--- src/rtl/pcc_rule_sched.sv ---
// Sequencer that time-shares one external popcount-compare across a programmable rule table,
// counting rules that fire and returning a vote total and a thresholded decision.
module pcc_rule_sched #(
  parameter int unsigned N_FEAT  = 16,
  parameter int unsigned N_RULES = 8,
  parameter int unsigned IDXW    = $clog2(N_FEAT),
  parameter int unsigned VW      = $clog2(N_RULES + 1)
) (
  input  logic                         clk,
  input  logic                         rst,
  input  logic                         in_valid,
  output logic                         in_ready,
  input  logic [N_FEAT-1:0]            in_feat,
  input  logic                         cfg_we,
  input  logic [$clog2(N_RULES+1)-1:0] cfg_addr,
  input  logic [15*IDXW-1:0]           cfg_data,
  output logic [5:0]                   pcc_pos,
  output logic [8:0]                   pcc_neg,
  input  logic                         pcc_outval,
  output logic                         out_valid,
  input  logic                         out_ready,
  output logic [VW-1:0]                votes,
  output logic                         decision,
  output logic                         busy
);

  localparam int unsigned AW = $clog2(N_RULES + 1);
  localparam int unsigned DW = 15 * IDXW;
  localparam int unsigned PW = (N_RULES > 1) ? $clog2(N_RULES) : 1;

  typedef enum logic [1:0] {StIdle, StRun, StDrain, StDone} state_e;

  state_e            state_q, state_d;
  logic [N_FEAT-1:0] feat_q, feat_d;
  logic [VW-1:0]     votes_q, votes_d;
  logic              decision_q, decision_d;
  logic [PW-1:0]     ptr_q, ptr_d;
  logic              pend_q, pend_d;
  logic [5:0]        pos_q, pos_d;
  logic [8:0]        neg_q, neg_d;

  logic [DW-1:0]     rule_q [N_RULES];
  logic [VW-1:0]     nrules_q, thresh_q;

  // A write arriving with an accepted sample is parked here until that sample completes.
  logic              cfgb_valid_q;
  logic [AW-1:0]     cfgb_addr_q;
  logic [DW-1:0]     cfgb_data_q;

  logic              buf_load, buf_apply, apply_we;
  logic [AW-1:0]     apply_addr;
  logic [DW-1:0]     apply_data;
  logic [VW-1:0]     nrules_wr;
  logic [DW-1:0]     rule_sel;
  logic              last_rule;

  function automatic logic feat_bit(input logic [N_FEAT-1:0] f, input logic [IDXW-1:0] idx);
    if (int'(idx) < int'(N_FEAT)) return f[idx];
    return 1'b0;
  endfunction

  always_comb begin
    buf_apply  = (state_q == StDone) && out_ready && cfgb_valid_q;
    buf_load   = (state_q == StIdle) && cfg_we && in_valid;
    apply_we   = buf_apply || ((state_q == StIdle) && cfg_we && !in_valid);
    apply_addr = buf_apply ? cfgb_addr_q : cfg_addr;
    apply_data = buf_apply ? cfgb_data_q : cfg_data;
    nrules_wr  = (apply_data[VW-1:0] > VW'(N_RULES)) ? VW'(N_RULES) : apply_data[VW-1:0];
  end

  always_ff @(posedge clk or posedge rst) begin
    if (rst) begin
      for (int r = 0; r < int'(N_RULES); r++) rule_q[r] <= '0;
      nrules_q     <= '0;
      thresh_q     <= '0;
      cfgb_valid_q <= 1'b0;
      cfgb_addr_q  <= '0;
      cfgb_data_q  <= '0;
    end else begin
      if (apply_we) begin
        if (int'(apply_addr) < int'(N_RULES)) begin
          rule_q[apply_addr[PW-1:0]] <= apply_data;
        end else if (int'(apply_addr) == int'(N_RULES)) begin
          nrules_q <= nrules_wr;
          thresh_q <= apply_data[2*VW-1:VW];
        end
      end
      if (buf_load) begin
        cfgb_valid_q <= 1'b1;
        cfgb_addr_q  <= cfg_addr;
        cfgb_data_q  <= cfg_data;
      end else if (buf_apply) begin
        cfgb_valid_q <= 1'b0;
      end
    end
  end

  assign rule_sel  = rule_q[ptr_q];
  assign last_rule = (VW'(ptr_q) == (nrules_q - VW'(1)));

  always_comb begin
    state_d    = state_q;
    feat_d     = feat_q;
    votes_d    = votes_q;
    decision_d = decision_q;
    ptr_d      = ptr_q;
    pend_d     = pend_q;
    pos_d      = pos_q;
    neg_d      = neg_q;
    unique case (state_q)
      StIdle: begin
        if (in_valid) begin
          feat_d     = in_feat;
          votes_d    = '0;
          decision_d = 1'b0;
          ptr_d      = '0;
          pend_d     = 1'b0;
          // An empty table skips RUN; DRAIN adds nothing since pend is clear.
          state_d    = (nrules_q == '0) ? StDrain : StRun;
        end
      end
      StRun: begin
        for (int i = 0; i < 6; i++) pos_d[i] = feat_bit(feat_q, rule_sel[i*IDXW +: IDXW]);
        for (int j = 0; j < 9; j++) neg_d[j] = feat_bit(feat_q, rule_sel[(6+j)*IDXW +: IDXW]);
        pend_d = 1'b1;
        if (pend_q) votes_d = votes_q + VW'(pcc_outval);
        ptr_d = ptr_q + PW'(1);
        if (last_rule) state_d = StDrain;
      end
      StDrain: begin
        if (pend_q) votes_d = votes_q + VW'(pcc_outval);
        pend_d     = 1'b0;
        decision_d = (votes_d >= thresh_q);
        state_d    = StDone;
      end
      StDone: begin
        if (out_ready) state_d = StIdle;
      end
      default: state_d = StIdle;
    endcase
  end

  always_ff @(posedge clk or posedge rst) begin
    if (rst) begin
      state_q    <= StIdle;
      feat_q     <= '0;
      votes_q    <= '0;
      decision_q <= 1'b0;
      ptr_q      <= '0;
      pend_q     <= 1'b0;
      pos_q      <= '0;
      neg_q      <= '0;
    end else begin
      state_q    <= state_d;
      feat_q     <= feat_d;
      votes_q    <= votes_d;
      decision_q <= decision_d;
      ptr_q      <= ptr_d;
      pend_q     <= pend_d;
      pos_q      <= pos_d;
      neg_q      <= neg_d;
    end
  end

  assign in_ready  = (state_q == StIdle);
  assign busy      = (state_q != StIdle);
  assign out_valid = (state_q == StDone);
  assign votes     = votes_q;
  assign decision  = decision_q;
  assign pcc_pos   = pos_q;
  assign pcc_neg   = neg_q;

endmodule
--- config.mk ---
export PLATFORM = sky130hd
export DESIGN_NAME = pcc_rule_sched
export DESIGN_NICKNAME = d
export VERILOG_FILES = /design/src/rtl/pcc_rule_sched.sv
export SDC_FILE = /design/constraint.sdc
export NUM_CORES = 1
export LEC_CHECK = 0
export BUFFER_PORTS_ARGS = -buffer_cell sky130_fd_sc_hd__buf_2
export CORE_ASPECT_RATIO = 0.75
export CORE_MARGIN = 4
export CORE_UTILIZATION = 33
export CTS_CLUSTER_SIZE = 10
export DETAILED_ROUTE_END_ITERATION = 10
export PLACE_DENSITY = 0.6
export SKIP_CTS_REPAIR_TIMING = 1
export SYNTH_ARGS = -nofsm -noshare
export SYNTH_HDL_FRONTEND = slang
export SYNTH_SLANG_ARGS = --single-unit
export TNS_END_PERCENT = 10
--- constraint.sdc ---
create_clock -name clk -period 22.5 [get_ports clk]
set_input_delay 4.5 -clock clk [delete_from_list [all_inputs] [get_ports clk]]
set_output_delay 4.5 -clock clk [all_outputs]
set_load 0.02 [all_outputs]
==> results.yml, run 1 <==
synth:
  synth-edff-count: 0
  yosys_warnings: 0
  synth.area.mux_share: 0.1715
  syn_avg_cell_area_sq_um: 10.50
  syn_inst: 2768
  synth_top_family_by_area: "multiplexers"
  syn_nets: 2868
  synth_compound_area_frac: 0.1504
  ys_ff_latch: 595
  synthXorXnorAreaFrac: 0.001808
  ys_seq_area_frac: 0.5122
  netlist_area_sq_um: 29070
  yosys.area_share.simple: 0.1201
  synth_fa_ha_area_frac: 0.006026
  synth_largest_area_cell: "dfrtp_1"
  synth_top_area_share: 0.5122
  synth-main-ff-cell: "dfrtp_1"
  synth_area_leaders: "dfrtp_1, o21ai_0, mux4_2"
  async_flop_share: 1.000
  synth_cell_types: 58
worst_setup_path:
  cp.arrival_ns: 7.84
  end_kind: "flip-flop"
  path_delay_family: "simple AND/OR/NAND/NOR gates"
  cp.buffers_inverters: 2
  slowest_stage: "o32ai_1"
  cp.required_ns: 22.96
  start_kind: "input pin"
  max_stage_delay_ns: 1.13
  crit_type: "in2reg"
  cp_max_fo: 62
  crit_path_cell_trace: "buf_2 > nand3_4 > o32ai_1 > nand2_4 > buf_4 > nand2_1 > o21ai_0"
clock_tree:
  cts_max_level: 3
  numCtsBuffers: 69
  tritoncts: "built"
  cts_buffer_depth: 3
  cts.sinks: 595
  insertion_delay_ns: 0.61
  path_clk_slew_ns: 0.05
  cts-root-buf: "clkbuf_16"
routing:
  vias_per_cell: 5.415
  drt_iter0_drc: 2236
  drt-pass1-iter-count: 6
  drc: 0
  wirelength_mm: 82.02
  antenna_left: 0
  wl_per_cell_um: 20.87
  vias: 21280
timing:
  hold_violations: 0
  finalMaxSlewViolations: 0
  setup_violations: 0
  fin_crit_ns: 7.378
  fmax_mhz: 135.5
  min_period_over_period: 0.3279
  fin_skew_ns: 0.02283
  hold_slack_ns: 0.4724
  rsz0062_at_grt: "false"
  max_slew.worst_pin.slew_ns: 1.189
  slew_headroom: 0.1845
  finalSetupTns_ns: 0
layout:
  fin_nets: 2877
  final_layout_size_suffix_gt1_frac: 0.1758
  area_growth_pct: 10.92
  fillers: 8673
pwr:
  power_uw: 4906
  ir_worst_vdd_v: 0.00007684
  p_leak_uw: 0.01432
  p_per_area_nw_per_um2: 152.2
placement:
  place_congestion: 0.8285
  hpwl_mm: 49.19
  numPortBuffers: 108
floorplan:
  start_util: 0.3358
  dieHeight_um: 265.0
  core_sq_um: 86570
  die_area_sq_um: 92950
  ioPinCount: 109
  fp-row-count: 93
  die_x_um: 350.7
outcome:
  outcome: "finished, final reports clean"
worst_hold_path:
  hold_path.class: "reg2reg"
run:
  maxCapViolCount: 0
global_routing:
  grt_first_pass_wirelength_mm: 127.3
  grt_remaining_overflow: 0
  antenna_found_initial: 3
  grt.total_usage: 0.1763
  grt_pass1_vias: 20640
  grt_max_degree: 125
## cell usage in the layout, fill, tap and decap left out, drive strengths merged, types with 97 or more instances in the layout
master	n
mux2	139
a21oi	133
mux2i	120
o21ai	488
nor2	152
mux4	97
dfrtp	595
nand2	411
nand3	157
buf	139
## registers in the layout, summed over array words and instances (netlist names)
signal,count
cfgb_data_q,60
rule_q,480
votes,4
thresh_q,4
pcc_pos,6
pcc_neg,9
decision,1
cfgb_valid_q,1
nrules_q,4
ptr_q,3
feat_q,16
state_q,2
pend_q,1
cfgb_addr_q,4
## metal layers
metal | GRT usage | part of all wire | vias to the layer above | wire length [um]
met5 | 0 | 0 | - | 0
met4 | 0.03940 | 0.019 | 0 | 1591
met3 | 0.04004 | 0.075 | 119 | 6155
met2 | 0.2644 | 0.44 | 691 | 35730
met1 | 0.2607 | 0.47 | 10540 | 38550
li1 | - | - | 9929 | -
## report_power, final
group | leakage [uW] | switching [uW] | internal [uW] | total (uW)
combinational | 0.00567 | 1100 | 884 | 1990
sequential | 0.00774 | 395 | 1530 | 1920
clock | 0.000915 | 428 | 568 | 996
## metrics by stage
step / utilization / instances / setup WS (ns) / cell area [sq um]
floorplan: - / 2768 / 1.347 / 29070
global placement: 0.3509 / 3846 / 14.44 / 30370
detailed placement: 0.3509 / 3846 / 14.43 / 30370
CTS: 0.3724 / 3928 / 15.09 / 32240
global route: 0.3724 / 3928 / 14.70 / 32240
finish: 0.3724 / 3929 / 15.12 / 32240
## synth_stat cells, types with 3 or more instances
cell / number
a221oi_2: 4
mux2_4: 9
o221ai_1: 5
a22o_1: 15
o31ai_1: 10
buf_1: 14
dfrtp_1: 595
o21ai_1: 19
a22oi_2: 3
mux2_1: 3
nand3_1: 157
nand4b_1: 6
buf_4: 7
nand3b_1: 21
or3_1: 9
nand2b_1: 29
xnor2_1: 4
o22ai_2: 11
ha_1: 14
o22a_1: 15
buf_2: 37
nor2_1: 151
nand2_1: 410
a21o_1: 4
buf_6: 13
a31oi_1: 19
a22oi_1: 14
mux2_2: 127
o311ai_1: 6
o21ai_0: 469
buf_12: 4
mux2i_1: 120
o22ai_1: 9
nand4_1: 10
mux4_2: 97
o211ai_1: 7
a21oi_1: 133
clkbuf_1: 124
nor2b_1: 4
inv_1: 24
a41oi_1: 14
## cell families (layout without fill, tap and decap cells)
family / Yosys count / after routing
simple gates: 806 / 806
compound gates: 766 / 766
buf+inv: 225 / 245
fa+ha+maj: 14 / 14
other cells: 0 / 1
mux: 356 / 356
xor+xnor: 6 / 6
flops: 595 / 595
## final timing paths
check | startpoint | end | slack, ns | cells past startpoint
setup / recovery | out_ready | rule_q[102]$_DFFE_PP0P_ | 15.12 | 7
hold / removal | rule_q[322]$_DFFE_PP0P_ | rule_q[322]$_DFFE_PP0P_ | 0.47 | 2
setup reg to reg | ptr_q[1]$_DFFE_PP0P_ | pcc_pos[2]$_DFFE_PP0P_ | 18.10 | 8
hold reg to reg | rule_q[322]$_DFFE_PP0P_ | rule_q[322]$_DFFE_PP0P_ | 0.47 | 2
max in group asynchronous | rst | cfgb_data_q[35]$_DFFE_PP0P_ | 15.31 | 5
min in group asynchronous | rst | cfgb_data_q[41]$_DFFE_PP0P_ | 4.05 | 2
## final cells by class
class / count / area [sq um] / share of cell area
diodes: 1 / 2.502 / 0.00007761
clock buffers: 78 / 1824 / 0.05658
clock inverters: 4 / 42.54 / 0.001319
inverters: 24 / 97.59 / 0.003027
multi-input cells: 1948 / 13180 / 0.4087
flip-flops and latches: 595 / 14900 / 0.4620
well taps: 1140 / 1426 / 0.04424
repair buffers: 139 / 773.2 / 0.02398
## worst min-delay path: cells and delay by family, from the launching register on
| family | cells | cell delay [ns] |
|---|---|---|
| flip-flops | 1 | 0.34 |
| AO/OA/AOI/OAI | 1 | 0.06 |
| AND/OR/NAND/NOR | 1 | 0.04 |
No activity file was read; power rests on OpenSTA's default activity.
==> run 2, diff against run 1 <==
--- a/config.mk
+++ b/config.mk
@@ -5,6 +5,7 @@
 export SDC_FILE = /design/constraint.sdc
 export NUM_CORES = 1
 export LEC_CHECK = 0
+export ABC_AREA = 1
 export BUFFER_PORTS_ARGS = -buffer_cell sky130_fd_sc_hd__buf_2
 export CORE_ASPECT_RATIO = 0.75
 export CORE_MARGIN = 4
==> constraint.sdc (replaced) <==
create_clock -name clk -period 6.5 [get_ports clk]
set_input_delay 1.3 -clock clk [delete_from_list [all_inputs] [get_ports clk]]
set_output_delay 1.3 -clock clk [all_outputs]
set_load 0.02 [all_outputs]
==> results.yml, run 2 <==
outcome:
  outcome: "finished, final reports clean"
routing:
  vias: 25920
  drc: 0
  wirelength_mm: 89.08
  wl_per_cell_um: 17.14
  drt_iter0_drc: 2644
  antenna_left: 0
  vias_per_cell: 4.987
  drt-pass1-iter-count: 6
synth:
  synth-edff-count: 0
  synth-main-ff-cell: "dfrtp_1"
  ys_seq_area_frac: 0.4922
  syn_nets: 4085
  ys_ff_latch: 595
  netlist_area_sq_um: 30250
  synth_area_leaders: "dfrtp_1, nand2_1, nand3_1"
  synth_commonest_cells: "nand2_1, dfrtp_1, inv_1"
  async_flop_share: 1.000
  synth_cell_types: 32
  syn_inst: 3985
  syn_avg_cell_area_sq_um: 7.592
  yosys_warnings: 0
  synth_most_common_cell: "nand2_1"
  synth_largest_area_cell: "dfrtp_1"
  synth_top_area_share: 0.4922
timing:
  fin_crit_ns: 3.821
  rsz0062_at_grt: "false"
  finalMaxSlewViolations: 0
  fin_ws_ns: 2.679
  fin_skew_ns: 0.02166
  fmax_mhz: 261.7
  hold_violations: 0
  min_period_over_period: 0.5878
  finalSetupTns_ns: 0
  max_slew.worst_pin.slew_ns: 1.238
  setup_violations: 0
  slew_headroom: 0.1692
placement:
  placed_cell_area_sq_um: 31810
  numPortBuffers: 108
  hpwl_mm: 55.30
  place_congestion: 0.8553
  place_ws_ns: 2.061
  place_inst: 5119
worst_setup_path:
  slowest_stage: "nor3_4"
  cp.arrival_ns: 4.36
  cp.buffers_inverters: 5
  cp_max_fo: 43
  crit_path_cell_trace: "buf_2 > nand3_2 > inv_4 > a21oi_1 > nor2_1 > inv_1 > nor2_1 > inv_2 > nor3_4 > buf_4 > nand2_1 > o21ai_0"
  cp_common_cell: "nor2_1"
  crit_type: "in2reg"
  end_kind: "flip-flop"
  cp.required_ns: 7.04
  max_stage_delay_ns: 0.90
  path_delay_family: "simple AND/OR/NAND/NOR gates"
  start_kind: "input pin"
layout:
  biggestRegsByFlops: "rule_q (480), cfgb_data_q (60), feat_q (16)"
  n_antenna_cell: 0
  mostFrequentLayoutCells: "nand2_1, dfrtp_1, inv_1"
  finish.instance_area_sq_um: 33650
  finalNonFillerCells: 5198
  top_register: "rule_q"
  regArea_sq_um: 14900
  largest_reg_flops: 480
  fillers: 9373
  fin_nets: 4078
  final_common_cell: "nand2_1"
  fin_util: 0.3730
  final_layout_size_suffix_gt1_frac: 0.06272
  multiInputGateArea_sq_um: 12440
  area_growth_pct: 11.22
global_routing:
  grt.total_usage: 0.1836
  grt_busiest_layer: "met2"
  grt.met2_usage: 0.2752
  grt_use_met3: 0.03382
  met1_usage: 0.2712
  grt_remaining_overflow: 0
  grt_max_degree: 148
  antenna_found_initial: 1
  grt_first_pass_wirelength_mm: 141.7
  grt_pass1_vias: 24340
clock_tree:
  insertion_delay_ns: 0.62
  cts_max_level: 3
  cts-root-buf: "clkbuf_16"
  path_clk_slew_ns: 0.05
  cts_buffer_depth: 3
  tritoncts: "built"
  numCtsBuffers: 69
  cts.sinks: 595
run:
  maxCapViolCount: 0
floorplan:
  fp-row-count: 95
  core_sq_um: 90220
  dieHeight_um: 270.2
  start_util: 0.3353
  die_area_sq_um: 96630
  die_x_um: 357.6
  ioPinCount: 109
pwr:
  p_leak_uw: 0.01651
  p_per_area_nw_per_um2: 518.6
  ir_worst_vdd_v: 0.0002469
worst_hold_path:
  hold_path.class: "reg2reg"
==> run 2: path summary, 6_finish.rpt <==
check	end	slack, ns	cells past startpoint	from
setup / recovery	rule_q[70]$_DFFE_PP0P_	2.68	12	out_ready
hold / removal	pcc_pos[2]$_DFFE_PP0P_	0.48	2	pcc_pos[2]$_DFFE_PP0P_
setup reg to reg	rule_q[70]$_DFFE_PP0P_	2.74	12	state_q[0]$_DFFE_PP0P_
hold reg to reg	pcc_pos[2]$_DFFE_PP0P_	0.48	2	pcc_pos[2]$_DFFE_PP0P_
max in group asynchronous	cfgb_data_q[59]$_DFFE_PP0P_	4.37	4	rst
min in group asynchronous	rule_q[462]$_DFFE_PP0P_	0.76	2	rst
==> run 2: layout make-up <==
class	instances	share of cell area
Clock buffer	75	0.05292
Clock inverter	4	0.001711
Inverter	526	0.05901
Multi-Input combinational cell	2643	0.3698
Sequential cell	595	0.4428
Tap cell	1212	0.04507
Timing Repair Buffer	143	0.02871
==> run 2: kinds of logic after synthesis <==
logic type	Yosys count	share of synthesized area
compound gates	810	0.1353
xor+xnor	7	0.002027
fa+ha+maj	14	0.005790
buf+inv	747	0.09802
flops	595	0.4922
mux	74	0.02754
simple gates	1738	0.2391
==> run 2: worst register-to-register path, cell delays in order (launching register included) <==
cell and delay, ns:
dfrtp_1 0.40, ha_1 0.28, nand3_2 0.43, inv_4 0.51, a21oi_1 0.12, nor2_1 0.12, inv_1 0.05, nor2_1 0.11
inv_2 0.11, nor3_4 0.90, buf_4 0.45, nand2_1 0.10, o21ai_0 0.10
==> run 2: routing by layer <==
metal / routed length, um / part of all wire / vias to the layer above
li1: - / - / 12720
met1: 42350 / 0.48 / 12230
met2: 38390 / 0.43 / 847
met3: 6133 / 0.069 / 125
met4: 2207 / 0.025 / 0
met5: 0 / 0 / -
==> run 2: report_power, final <==
| group | internal, uW | leakage [uW] | switching [uW] | total (uW) |
|---|---|---|---|---|
| Clock | 1930 | 0.000900 | 1510 | 3440 |
| Combinational | 2480 | 0.00879 | 5190 | 7670 |
| Sequential | 5440 | 0.00682 | 903 | 6350 |
| Total | 9850 | 0.0165 | 7600 | 17400 |
==> run 2: metrics by stage <==
step                      hold WS, ns  total power [uW]
after floorplan                0.4530             11750
after global placement         0.4649             13830
after detailed placement       0.4600             13980
after CTS                      0.4815             17500
after global routing           0.4979             18930
final                          0.4775             17450
